File: src/rtl/swt16_pkg.sv
// Shared definitions for the swt16 pipeline control: FSM encoding, default widths
// and the stage indices that hazard handling addresses directly.
package swt16_pkg;

    localparam int DEF_NUM_STAGES    = 5;
    localparam int DEF_REG_IDX_WIDTH = 4;
    localparam int DEF_CNT_WIDTH     = 32;

    localparam int IDX_IF_DC = 0;
    localparam int IDX_DC_EX = 1;

    localparam logic [1:0] ST_RUN     = 2'd0;
    localparam logic [1:0] ST_HALTING = 2'd1;
    localparam logic [1:0] ST_HALTED  = 2'd2;
    localparam logic [1:0] ST_STEP    = 2'd3;

endpackage

File: src/rtl/swt16_hazard_detect.sv
// Combinational load-use and taken-branch detection for the IF_DC / DC_EX pair.
module swt16_hazard_detect #(
    parameter int REG_IDX_WIDTH = 4,
    parameter bit R0_IS_ZERO    = 1'b1
) (
    input  logic                     v_if_dc,
    input  logic                     v_dc_ex,
    input  logic                     set_pc,
    input  logic [REG_IDX_WIDTH-1:0] src1_idx,
    input  logic [REG_IDX_WIDTH-1:0] src2_idx,
    input  logic                     src1_used,
    input  logic                     src2_used,
    input  logic                     ex_load,
    input  logic [REG_IDX_WIDTH-1:0] ex_dst_idx,
    output logic                     lu,
    output logic                     br
);

    logic dst_live;
    logic match1;
    logic match2;

    always_comb begin
        // With a hard-wired r0, a matching index of 0 implies dst == 0 as well,
        // so excluding the destination covers both sources.
        dst_live = !(R0_IS_ZERO && (ex_dst_idx == '0));
        match1   = src1_used && (src1_idx == ex_dst_idx);
        match2   = src2_used && (src2_idx == ex_dst_idx);
        lu       = v_if_dc && v_dc_ex && ex_load && dst_live && (match1 || match2);
        br       = set_pc && v_dc_ex;
    end

endmodule

File: src/rtl/swt16_pipe_ctrl.sv
// Pipeline control for the swt16 core: valid chain, hold/flush generation,
// debug halt/step/resume FSM and saturating retired/stall counters.
module swt16_pipe_ctrl
    import swt16_pkg::*;
#(
    parameter int NUM_STAGES    = DEF_NUM_STAGES,
    parameter int REG_IDX_WIDTH = DEF_REG_IDX_WIDTH,
    parameter int CNT_WIDTH     = DEF_CNT_WIDTH,
    parameter bit R0_IS_ZERO    = 1'b1,
    parameter bit RESET_HALTED  = 1'b0
) (
    input  logic                     clock,
    input  logic                     reset,
    input  logic                     in_dbg_halt_req,
    input  logic                     in_dbg_step_req,
    input  logic                     in_dbg_resume_req,
    input  logic                     in_set_pc,
    input  logic [REG_IDX_WIDTH-1:0] in_dc_src1_idx,
    input  logic [REG_IDX_WIDTH-1:0] in_dc_src2_idx,
    input  logic                     in_dc_src1_used,
    input  logic                     in_dc_src2_used,
    input  logic                     in_ex_load,
    input  logic [REG_IDX_WIDTH-1:0] in_ex_res_reg_idx,
    output logic                     out_fetch_en,
    output logic [NUM_STAGES-1:0]    out_hold,
    output logic [NUM_STAGES-1:0]    out_flush,
    output logic [NUM_STAGES-1:0]    out_valid,
    output logic                     out_halted,
    output logic [CNT_WIDTH-1:0]     out_retired_cnt,
    output logic [CNT_WIDTH-1:0]     out_stall_cnt
);

    localparam logic [1:0] RESET_STATE = RESET_HALTED ? ST_HALTED : ST_RUN;

    logic [1:0]            state_q, state_d;
    logic [NUM_STAGES-1:0] v_q, v_d;
    logic [CNT_WIDTH-1:0]  retired_q, retired_d;
    logic [CNT_WIDTH-1:0]  stall_q, stall_d;
    logic                  lu, br, lu_eff, running, halt_entry, fetch_en;
    logic [NUM_STAGES-1:0] hold, flush;

    swt16_hazard_detect #(
        .REG_IDX_WIDTH (REG_IDX_WIDTH),
        .R0_IS_ZERO    (R0_IS_ZERO)
    ) u_hazard (
        .v_if_dc    (v_q[IDX_IF_DC]),
        .v_dc_ex    (v_q[IDX_DC_EX]),
        .set_pc     (in_set_pc),
        .src1_idx   (in_dc_src1_idx),
        .src2_idx   (in_dc_src2_idx),
        .src1_used  (in_dc_src1_used),
        .src2_used  (in_dc_src2_used),
        .ex_load    (in_ex_load),
        .ex_dst_idx (in_ex_res_reg_idx),
        .lu         (lu),
        .br         (br)
    );

    always_comb begin
        running    = (state_q == ST_RUN) || (state_q == ST_STEP);
        lu_eff     = lu && !br;
        halt_entry = (state_q == ST_RUN) && in_dbg_halt_req;

        // A branch in RUN redirects fetch even if the wrong-path instruction stalls.
        fetch_en = running && !lu;
        if (br && (state_q == ST_RUN)) fetch_en = 1'b1;
        if (halt_entry)                fetch_en = 1'b0;

        hold             = '0;
        flush            = '0;
        hold[IDX_IF_DC]  = lu_eff;
        flush[IDX_IF_DC] = br || !running || (halt_entry && !lu_eff);
        flush[IDX_DC_EX] = br || lu_eff;

        v_d[0] = flush[0] ? 1'b0 : (hold[0] ? v_q[0] : fetch_en);
        for (int k = 1; k < NUM_STAGES; k++) begin
            v_d[k] = flush[k] ? 1'b0 : (hold[k] ? v_q[k] : v_q[k-1]);
        end

        state_d = state_q;
        case (state_q)
            ST_RUN:     if (in_dbg_halt_req) state_d = ST_HALTING;
            // Drained once the registers about to be loaded are all empty.
            ST_HALTING: if (v_d == '0) state_d = ST_HALTED;
            ST_HALTED: begin
                if (in_dbg_resume_req)    state_d = ST_RUN;
                else if (in_dbg_step_req) state_d = ST_STEP;
            end
            ST_STEP:    state_d = ST_HALTING;
            default:    state_d = ST_RUN;
        endcase

        retired_d = retired_q;
        if (v_q[NUM_STAGES-1] && (retired_q != '1)) retired_d = retired_q + CNT_WIDTH'(1);
        stall_d = stall_q;
        if (lu_eff && (stall_q != '1)) stall_d = stall_q + CNT_WIDTH'(1);
    end

    always_ff @(posedge clock or negedge reset) begin
        if (!reset) begin
            state_q   <= RESET_STATE;
            v_q       <= '0;
            retired_q <= '0;
            stall_q   <= '0;
        end else begin
            state_q   <= state_d;
            v_q       <= v_d;
            retired_q <= retired_d;
            stall_q   <= stall_d;
        end
    end

    assign out_fetch_en    = fetch_en;
    assign out_hold        = hold;
    assign out_flush       = flush;
    assign out_valid       = v_q;
    assign out_halted      = (state_q == ST_HALTED);
    assign out_retired_cnt = retired_q;
    assign out_stall_cnt   = stall_q;

endmodule
File: config.mk
export PLATFORM = sky130hd
export DESIGN_NAME = swt16_pipe_ctrl
export DESIGN_NICKNAME = d
export VERILOG_FILES = /design/src/rtl/swt16_pkg.sv /design/src/rtl/swt16_hazard_detect.sv /design/src/rtl/swt16_pipe_ctrl.sv
export SDC_FILE = /design/constraint.sdc
export NUM_CORES = 1
export LEC_CHECK = 0
export CORE_ASPECT_RATIO = 0.5
export CORE_MARGIN = 2
export CORE_UTILIZATION = 52
export CTS_CLUSTER_DIAMETER = 40
export DETAILED_ROUTE_END_ITERATION = 8
export HOLD_SLACK_MARGIN = 0.15
export PLACE_DENSITY = 0.94
export RECOVER_POWER = 25
export SLEW_MARGIN = 20
export SYNTH_ARGS = -nofsm -noshare
export SYNTH_HDL_FRONTEND = slang
export SYNTH_HIERARCHICAL = 1
export SYNTH_SLANG_ARGS = --single-unit
File: constraint.sdc
create_clock -name clock -period 7.9 [get_ports clock]
set_input_delay 1.58 -clock clock [delete_from_list [all_inputs] [get_ports clock]]
set_output_delay 1.58 -clock clock [all_outputs]
set_load 0.05 [all_outputs]
==> results.toml <==
[critical_path]
crit_fanout = 20
rr_endpoint = "out_stall_cnt[1]"
regToRegSetupSlack_ns = 5.25
reg2reg_depth = 5
path_class = "input pin to output port"
endpoint_kind = "output port"
arrival_ns = 4.29
cp-start-kind = "input pin"
r2r_start = "out_stall_cnt[8]"
crit_required_ns = 6.32

[route]
ant_nets = 0
num_vias = 3114
first_iter_violations = 320
drt-vias-per-instance = 5.682
drt_drc_violations_left = 0
wl_per_cell_um = 16.05
routed_wl_um = 8796
dr.pass1.iters = 7

[synthesis]
synth_compound_area_share_pct = 3.574
yosysUniqueCellTypes = 43
synthAdderAreaFrac_pct = 1.702
synth-edff-count = 0
synth_top_family_by_area = "simple AND/OR/NAND/NOR gates"
synth_seq_area_share_pct = 48.33
synth_seq_cells = 71
yosys.area_share.simple_pct = 25.32
yosysTopAreaCell = "dfrtp_1"
synth_ff_type = "dfrtp_1"
ys_async_sr_fraction_pct = 100.0
synth_cells = 354
synthMuxAreaShare_pct = 1.498
synth_top_area_share_pct = 48.33
synth_xor_xnor_area_share_pct = 15.96
synth_area_um2 = 3676
syn_area_per_cell_um2 = 10.38
synthTopCellsByArea = "dfrtp_1 48%, xnor2_1 12%, nand4_1 4.8%, nand3_1 4.4%, xor2_1 3.8%"
ys_warn_count = 6

[sta]
fin_skew_ns = 0.007908
setup_viol = 0
fmax_mhz = 170.4
slew_viol_final = 72
rsz0062_at_grt = "false"
relSlewSlack_pct = -145.6
period_minus_slack_ns = 5.868
tns_ns = 0
hold_violations = 0
setup_ws_ns = 2.032
final.period_utilization_pct = 74.28
tightest_slew_ns = 3.685

[clock_network]
cts_buffers = 9
cts.repair.resized = 0
post-cts-setup-buffers = 0
cts_tree = "yes"
hold_buffers = 0
cts-root-buf = "clkbuf_16"
clk_path_buf_depth = 2
clk_pin_slew_worst_paths_ns = 0.06
htreeDepth = 3
clk_latency_ns = 0.33
cts_sinks = 71

[cells_and_area]
seqCellArea_um2 = 1777
finalNonFillerCells = 548
fillers = 435
postLayoutCoreUtil_pct = 73.41
n_antenna_cell = 0
multi_input_area_um2 = 1778
final_net_count = 477
area_growth_pct = 34.85
final_layout_size_suffix_gt1_share_pct = 6.579

[power]
comb_power_share_pct = 30.9
pwr-share-clk_pct = 33.8
p_int_mw = 0.8136
power.switching_mw = 0.4452
p_sw_share_pct = 35.36
seqPwrFrac_pct = 35.3
ir_worst_vdd_v = 0.0001755
leakagePower_nw = 2.049
p_per_area_nw_per_um2 = 253.9

[placed_design]
post-place-ws_ns = 2.089
port_buffers = 94
hpwlAfterDp_um = 6080
gp_congestion = 0.8645
dpl.cell_count = 532

[floorplan]
initial_core_util_pct = 54.44
boundaryPins = 102
die_w_um = 122.9
design.die.area_um2 = 7799
core-area_um2 = 6753
row_count = 21
die_h_um = 63.46

[global_routing]
grtUsageMet1_pct = 32.20
grt_pass1_wl_um = 15050
grt_max_degree = 72
grt_overflow_total = 0
grtUsageMet3_pct = 6.703
grt_antenna_before_repair = 0
grt_pass1_vias = 3080
top_usage_layer = "met2"
grtUsageMet2_pct = 40.33
grt.total_usage_pct = 24.53

[min_path]
min_path_cells = 0
hold_class = "flip-flop to flip-flop"
whs_endpoint = "out_valid[3]"
min_from = "out_valid[2]"

[status]
status = "complete, but fails checks"
violations = "max-capacitance violations, max-slew violations"

[run]
max_cap_violations = 1
==> through the flow <==
| stage | instance area (µm²) | power [mW] | hold slack (ns) |
|---|---|---|---|
| floorplan | 3699 | 0.7154 | 0.3676 |
| global placement | 4662 | 0.8259 | 0.3790 |
| detailed placement | 4662 | 0.8383 | 0.3820 |
| CTS | 4976 | 1.264 | 0.3987 |
| global route | 4957 | 1.312 | 0.4165 |
| finish | 4957 | 1.259 | 0.4004 |
==> layer usage <==
metal / vias to the layer above / part of all wire [%]
li1: 1441 / -
met1: 1519 / 44
met2: 127 / 49
met3: 27 / 5.6
met4: 0 / 1.6
met5: - / 0
==> power by group through the flow <==
stage	clock network [mW]	registers (mW)	logic, mW
after floorplan	0	0.519	0.196
after global placement	0	0.447	0.379
after detailed placement	0	0.449	0.389
after CTS	0.430	0.443	0.391
after global routing	0.452	0.450	0.411
final	0.426	0.444	0.389
==> state kept, by name, indices dropped and copies added (netlist names) <==
name             count
out_stall_cnt       32
state_q              2
out_retired_cnt     32
out_valid            5
==> cells in the mapped netlist, types with 5 or more instances <==
cell,n
dfrtp_1,71
xnor2_1,51
nand3_1,32
nand2_1,28
nand4_1,28
nor2_1,18
xor2_1,16
and3_1,15
buf_4,11
nor3_1,11
inv_1,7
a21oi_1,6
and4_1,5
ha_1,5
nor4_1,5
==> logic make-up after synthesis <==
kind of cell    count (synthesis)
compound gates                 17
xor+xnor                       67
fa+ha+maj                       5
buf+inv                        23
flops                          71
mux                             5
other cells                     1
simple gates                  165
==> critical path, stage by stage <==
cell and delay (ns):
clkdlybuf4s50_1 0.46, xor2_1 0.18, nor3_1 0.19, nand3_1 0.09, a21oi_1 0.48, nor2b_1 0.20, buf_4 0.25, clkdlybuf4s50_1 0.85
==> how the worst max path moves through the flow <==
stage / start / to / slack (ns) / depth (start not counted)
2_1_floorplan: in_ex_res_reg_idx[0] / out_flush[0] / 2.90 / 4
3_3_place_gp: in_ex_res_reg_idx[1] / out_hold[0] / 2.12 / 8
3_5_place_dp: in_ex_res_reg_idx[1] / out_hold[0] / 2.09 / 8
4_1_cts: in_ex_res_reg_idx[1] / out_hold[0] / 2.06 / 8
5_1_grt: in_ex_res_reg_idx[0] / out_hold[0] / 1.85 / 8
6_report: in_ex_res_reg_idx[1] / out_hold[0] / 2.03 / 8
==> layout by cell type, fill, tap and decap left out, drive strengths merged, types with 6 or more instances in the layout <==
cell / instances
conb: 7
clkbuf: 11
xnor2: 51
inv: 7
clkdlybuf4s50: 93
and3: 15
xor2: 16
a21oi: 6
nor3: 11
nand3: 33
nand4: 29
nand2: 28
nor2: 18
nor4: 7
dfrtp: 71
==> area by class of cell <==
class,count,share of cell area [%]
tap,92,2.322
clock buffer,10,4.619
inverter,7,0.5300
timing repair buffer,96,19.11
sequential,71,35.84
multi-input combinational,266,35.87
clock inverter,6,1.716
(Power assumes the default switching activity.)
